<file path="src/rtl/draw_ball_pipe.sv">
// draw_ball_pipe: 3-stage N-ball circle renderer with per-frame shadowing and overlap flag (optional rim shading via DRAW_BALL_SHADE_EN)
module draw_ball_pipe #(
  parameter int BALL_NUM = 4,
  parameter int RAD_W    = 6,
  parameter int IDX_W    = 4
) (
  input  logic                     clk,
  input  logic                     rst,
  input  logic                     frame_start,
  input  logic [11:0]              hcounter,
  input  logic [10:0]              vcounter,
  input  logic                     visible,
  input  logic [BALL_NUM*10-1:0]   xs,
  input  logic [BALL_NUM*10-1:0]   ys,
  input  logic [BALL_NUM-1:0]      active,
  input  logic [RAD_W-1:0]         radius,
  output logic [3:0]               out,
  output logic                     hit,
  output logic [IDX_W-1:0]         hit_idx,
  output logic                     overlap
);
  logic [BALL_NUM*10-1:0] xs_sh, ys_sh;
  logic [BALL_NUM-1:0]    active_sh, act_1, act_2, in_v;
  logic [RAD_W-1:0]       rad_sh;
  logic [2*RAD_W-1:0]     rad_x, r2_1, r2_2;
  logic signed [12:0]     dx_1 [BALL_NUM];
  logic signed [12:0]     dy_1 [BALL_NUM];
  logic [26:0]            d2_n [BALL_NUM];
  logic [26:0]            d2_2 [BALL_NUM];
  logic                   vis_1, vis_2, hit_n, multi, acc;
  logic [IDX_W-1:0]       idx_n;
  logic [3:0]             out_n;
`ifdef DRAW_BALL_SHADE_EN
  logic [RAD_W-1:0]       rad_m;
  logic [2*RAD_W-1:0]     rad_mx, rr2_1, rr2_2;
  logic [26:0]            wd2;
  assign rad_m  = (rad_sh == '0) ? '0 : rad_sh - RAD_W'(1);
  assign rad_mx = (2*RAD_W)'(rad_m);
`endif
  assign rad_x = (2*RAD_W)'(rad_sh);
  // squares are taken at full 27-bit width so off-screen distances never alias
  for (genvar i = 0; i < BALL_NUM; i++) begin : g_sq
    logic signed [26:0] ex, ey;
    assign ex      = 27'(dx_1[i]);
    assign ey      = 27'(dy_1[i]);
    assign d2_n[i] = ex * ex + ey * ey;
  end
  always_comb begin
    in_v  = '0;
    idx_n = '0;
`ifdef DRAW_BALL_SHADE_EN
    wd2   = '0;
`endif
    for (int i = BALL_NUM - 1; i >= 0; i--) begin
      in_v[i] = act_2[i] & vis_2 & (d2_2[i] <= 27'(r2_2));
      if (in_v[i]) begin
        idx_n = IDX_W'(i);
`ifdef DRAW_BALL_SHADE_EN
        wd2   = d2_2[i];
`endif
      end
    end
  end
  assign hit_n = |in_v;
  assign multi = |(in_v & (in_v - BALL_NUM'(1)));
`ifdef DRAW_BALL_SHADE_EN
  assign out_n = !hit_n ? 4'h0 : (wd2 <= 27'(rr2_2)) ? 4'hF : 4'h8;
`else
  assign out_n = hit_n ? 4'hF : 4'h0;
`endif
  always_ff @(posedge clk) begin
    if (rst) begin
      xs_sh     <= '0;
      ys_sh     <= '0;
      active_sh <= '0;
      rad_sh    <= '0;
      act_1     <= '0;
      act_2     <= '0;
      vis_1     <= 1'b0;
      vis_2     <= 1'b0;
      r2_1      <= '0;
      r2_2      <= '0;
      dx_1      <= '{default: '0};
      dy_1      <= '{default: '0};
      d2_2      <= '{default: '0};
`ifdef DRAW_BALL_SHADE_EN
      rr2_1     <= '0;
      rr2_2     <= '0;
`endif
      out       <= '0;
      hit       <= 1'b0;
      hit_idx   <= '0;
      overlap   <= 1'b0;
      acc       <= 1'b0;
    end else begin
      if (frame_start) begin
        xs_sh     <= xs;
        ys_sh     <= ys;
        active_sh <= active;
        rad_sh    <= radius;
      end
      vis_1 <= visible;
      act_1 <= active_sh;
      r2_1  <= rad_x * rad_x;
      for (int i = 0; i < BALL_NUM; i++) begin
        dx_1[i] <= $signed({1'b0, hcounter}) - $signed({3'b0, xs_sh[i*10+:10]});
        dy_1[i] <= $signed({2'b0, vcounter}) - $signed({3'b0, ys_sh[i*10+:10]});
      end
      vis_2 <= vis_1;
      act_2 <= act_1;
      r2_2  <= r2_1;
      d2_2  <= d2_n;
`ifdef DRAW_BALL_SHADE_EN
      rr2_1 <= rad_mx * rad_mx;
      rr2_2 <= rr2_1;
`endif
      out     <= out_n;
      hit     <= hit_n;
      hit_idx <= idx_n;
      overlap <= frame_start ? (acc | multi) : overlap;
      acc     <= frame_start ? 1'b0 : (acc | multi);
    end
  end
endmodule
</file>
<file path="config.mk">
export PLATFORM = sky130hd
export DESIGN_NAME = draw_ball_pipe
export DESIGN_NICKNAME = d
export VERILOG_FILES = /design/src/rtl/draw_ball_pipe.sv
export SDC_FILE = /design/constraint.sdc
export NUM_CORES = 2
export LEC_CHECK = 0
export BUFFER_PORTS_ARGS = -buffer_cell sky130_fd_sc_hd__buf_4
export CAP_MARGIN = 5
export CORE_ASPECT_RATIO = 1.4
export CORE_MARGIN = 4
export CORE_UTILIZATION = 37
export CTS_CLUSTER_SIZE = 20
export DETAILED_ROUTE_END_ITERATION = 8
export GPL_TIMING_DRIVEN = 1
export SLEW_MARGIN = 10
export SYNTH_ARGS = -nofsm -noshare
export SYNTH_HDL_FRONTEND = slang
export SYNTH_SLANG_ARGS = --single-unit
</file>
<file path="constraint.sdc">
create_clock -name clk -period 8.55 [get_ports clk]
set_input_delay 0.855 -clock clk [delete_from_list [all_inputs] [get_ports clk]]
set_output_delay 0.855 -clock clk [all_outputs]
set_load 0.03 [all_outputs]
</file>
==> out/summary.json <==
{
  "worst_setup_path": {
    "cp_cell_sequence": "nand2_1, fa_1, inv_1, fa_1, fa_1, fa_1, fa_1, fa_1, inv_1, fa_1, inv_1, ha_1, a21o_1, a21o_1, a21oi_1, nor2_1, a211oi_2, a21oi_2, o31a_1, or3_1, a21oi_1",
    "critical_path_class": "flop to flop",
    "timing.critical_path.max_delay_family": "adder cells",
    "critPathMaxFanout": 23,
    "critical_path_arrival_ns": 8.13,
    "crit_path_frequent_cell": "sky130_fd_sc_hd__fa_1",
    "crit_path_start_kind": "flop",
    "worst_path_buf_inv": 3,
    "crit_path_max_incr_delay_ns": 1.04,
    "critical_path_data_required_time_ns": 9.09,
    "timing.critical_path.to_type": "flop",
    "critical-path-slowest-cell": "sky130_fd_sc_hd__fa_1"
  },
  "layout": {
    "commonest_non_fill_non_tap_cells_in_the_layout": "sky130_fd_sc_hd__inv_1 (1691), sky130_fd_sc_hd__fa_1 (1327), sky130_fd_sc_hd__ha_1 (549), sky130_fd_sc_hd__nand2_1 (378), sky130_fd_sc_hd__nor2_1 (362)",
    "stdcell_count": 8331,
    "most_frequent_standard_cell_in_the_layout_excluding_fill_and_tap_cells": "sky130_fd_sc_hd__inv_1",
    "fraction_of_final_layout_cells_with_drive_strength_greater_than_1_pct": 4.479,
    "final_design_area_no_fill_mm2": 0.06416,
    "fin_nets": 8191,
    "layout.core_utilization_pct": 40.33,
    "layout-area-overhead-vs-synth_pct": 8.022
  },
  "sta": {
    "setup_viol": 0,
    "slew-limit-headroom_pct": 36.91,
    "unrepaired_setup_endpoints_after_global_routing": "false",
    "hold_slack_ns": 0.4351,
    "final_count_of_hold_timing_violations": 0,
    "setup-tns-final_ns": 0,
    "timing.final.crit_share_pct": 88.84,
    "worstMarginPinSlew_ns": 0.9464,
    "max_clock_freq_mhz": 131.7,
    "clock-skew-final_ns": 0.02963,
    "setup_ws_ns": 0.9542,
    "post-route-min-period_ns": 7.596,
    "slew_violations": 0
  },
  "synthesis": {
    "post_synth.cell_area_avg_um2": 9.661,
    "post-synth-top-area-fraction_pct": 44.73,
    "synth_largest_area_cell": "sky130_fd_sc_hd__fa_1",
    "ys_top_cells_by_area": "sky130_fd_sc_hd__fa_1 (45%), sky130_fd_sc_hd__ha_1 (12%), sky130_fd_sc_hd__dfxtp_1 (11%)",
    "ys_async_sr_fraction_pct": 0,
    "synth_xor_xnor_area_share_pct": 2.669,
    "synth.area.mux_share_pct": 1.738,
    "netlist_instances": 6148,
    "synth-compound-area-share_pct": 5.060,
    "synth_sequential_area_ratio_pct": 11.29,
    "synth-main-ff-cell": "sky130_fd_sc_hd__dfxtp_1",
    "post_synth_edffs": 0,
    "synth-warning-count": 0,
    "synth_seq_cells": 335,
    "synth_top_family_by_area": "adder cells",
    "mappedNetlistArea_mm2": 0.05940,
    "synth-adder-area-share_pct": 56.31,
    "synth_cell_types": 81,
    "post_synth_and_or_nand_nor_area_fraction_pct": 11.18
  },
  "place": {
    "place.port_buffers": 124,
    "dp_hpwl_um": 131200,
    "postPlaceCellArea_mm2": 0.06267,
    "instance_count_after_placement_with_tap_cells_included": 8253,
    "globalplace.congestion": 0.9047,
    "detailedPlace.worstSlack_ns": 0.9499
  },
  "flow_run": {
    "max_cap_violations": 0
  },
  "die": {
    "io_pins": 127,
    "starting_utilization_of_the_core_area_pct": 37.33,
    "std_cell_rows": 173,
    "die-area_mm2": 0.1671,
    "horizontal_extent_of_the_die_um": 346.6,
    "die_y_um": 482.1,
    "floorplan_core_area_mm2": 0.1591
  },
  "drt": {
    "detail_route.first_pass.iterations": 5,
    "detailedRoute.firstIterationViolations": 1694,
    "routed_wire_length_per_instance_um": 18.09,
    "final_antenna_net_count": 0,
    "via_density_per_instance": 4.801,
    "drc_errors": 0,
    "totalWireLength_um": 150700,
    "routed-via-count": 40000
  },
  "global_route": {
    "grt_pass1_vias": 45023,
    "antenna_found_initial": 8,
    "grt_first_pass_wirelength_um": 243300,
    "maximum_number_of_pins_on_one_net_before_global_route_repair": 140,
    "globalRouteTotalUtil_pct": 18.71,
    "grt-ovfl-total": 0
  },
  "clock_tree": {
    "max-clock-path-buffers": 3,
    "htree_num_levels": 2,
    "clk-insertion-delay-late_ns": 0.62,
    "cts.root.buffer_cell": "sky130_fd_sc_hd__clkbuf_16",
    "cts.reportedPaths.clkPinSlew_ns": 0.06,
    "cts_setup_buffers": 0,
    "tritoncts.num_buffers": 43,
    "cts_hold_buffers": 0,
    "cts_sinks": 335,
    "cts_resized": 0,
    "tritoncts_clock_tree": "yes"
  },
  "power_and_ir_drop": {
    "sw_frac_of_total_pct": 50.87,
    "powerDensity_mw_per_mm2": 310.3,
    "ir_worst_vdd_v": 0.0003643,
    "leakage_nw": 33.87,
    "seq_power_share_pct": 11.1,
    "clockPowerShare_pct": 9.7,
    "pwr-share-comb_pct": 79.2,
    "totalPowerFinal_mw": 19.91,
    "internal_power_mw": 9.781,
    "switching_power_mw": 10.13
  },
  "min_path": {
    "worst_hold_class": "flop to flop"
  },
  "run_status": {
    "run_status": "completed"
  }
}
power by group through the flow:
stage               Sequential (mW)  Clock, mW  Combinational, mW
global placement               2.23          0               15.6
floorplan                      2.04          0               11.8
CTS                            2.21       2.00               16.0
finish                         2.21       1.93               15.8
detailed placement             2.24          0               15.8
global route                   2.24       2.05               17.9
metal layers:
layer,part of all wire (%),track usage (%),up-vias
met1,40,22.97,20558
li1,-,-,18284
met3,4.2,1.912,282
met4,4.7,7.541,2
met2,51,33.75,874
met5,0.0086,0,-
sequential cells by signal, summed over array words and instances (netlist names):
name,cells
dx_1,52
r2_2,11
vis_1,1
dy_1,48
active_sh,4
vis_2,1
d2_2,108
acc,1
act_1,4
out,1
r2_1,11
ys_sh,40
overlap,1
rad_sh,6
xs_sh,40
act_2,4
hit_idx,2
worst register-to-register path, cell delays in order (launching register included):
cell,delay [ns]
sky130_fd_sc_hd__dfxtp_1,0.86
sky130_fd_sc_hd__nand2_1,0.26
sky130_fd_sc_hd__fa_1,1.04
sky130_fd_sc_hd__inv_1,0.13
sky130_fd_sc_hd__fa_1,0.53
sky130_fd_sc_hd__fa_1,0.44
sky130_fd_sc_hd__fa_1,0.58
sky130_fd_sc_hd__fa_1,0.46
sky130_fd_sc_hd__fa_1,0.52
sky130_fd_sc_hd__inv_1,0.05
sky130_fd_sc_hd__fa_1,0.48
sky130_fd_sc_hd__inv_1,0.04
sky130_fd_sc_hd__ha_1,0.34
sky130_fd_sc_hd__a21o_1,0.19
sky130_fd_sc_hd__a21o_1,0.17
sky130_fd_sc_hd__a21oi_1,0.20
sky130_fd_sc_hd__nor2_1,0.09
sky130_fd_sc_hd__a211oi_2,0.26
sky130_fd_sc_hd__a21oi_2,0.12
sky130_fd_sc_hd__o31a_1,0.29
sky130_fd_sc_hd__or3_1,0.31
sky130_fd_sc_hd__a21oi_1,0.14
area by class of cell:
cell class / instances / area (um2)
fill: 15654 / 94930
multi-input combinational: 3961 / 45720
sequential: 335 / 6706
inverter: 1692 / 6351
tap: 2100 / 2628
clock buffer: 64 / 1305
timing repair buffer: 165 / 1262
clock inverter: 12 / 181.4
antenna: 2 / 5.005
cells by family after synthesis:
group	Yosys count
AOI/OAI and AO/OA	435
xor gates and xnor gates	181
adders and majority gates	1877
buffers and inverters	1853
DFF	335
muxes	103
other	1
and+or+nand+nor	1363
Yosys cell counts, drive strengths merged (11+ instances only):
library cell,instances
a211oi,21
nand2,378
xnor2,141
mux2i,102
o21ai,97
nand2b,38
fa,1327
and3,13
o21bai,13
nor3,76
nor2,362
ha,549
a21boi,27
clkbuf,138
dfxtp,335
inv,1691
a21oi,71
nor2b,138
nand4,11
o21a,30
xor2,40
nand3,17
nor4,17
and2,252
buf,23
or2,18
a21o,91
a31oi,15
final timing paths:
check / start / slack [ns] / cells after the start / to
worst min-delay path: r2_1[3] / 0.44 / 1 / r2_2[3]
worst max register to register: dy_1[24] / 0.95 / 21 / d2_2[51]
worst max-delay path: dy_1[24] / 0.95 / 21 / d2_2[51]
worst min register to register: r2_1[3] / 0.44 / 1 / r2_2[3]
Note: power is estimated with default switching activity, not from simulation.
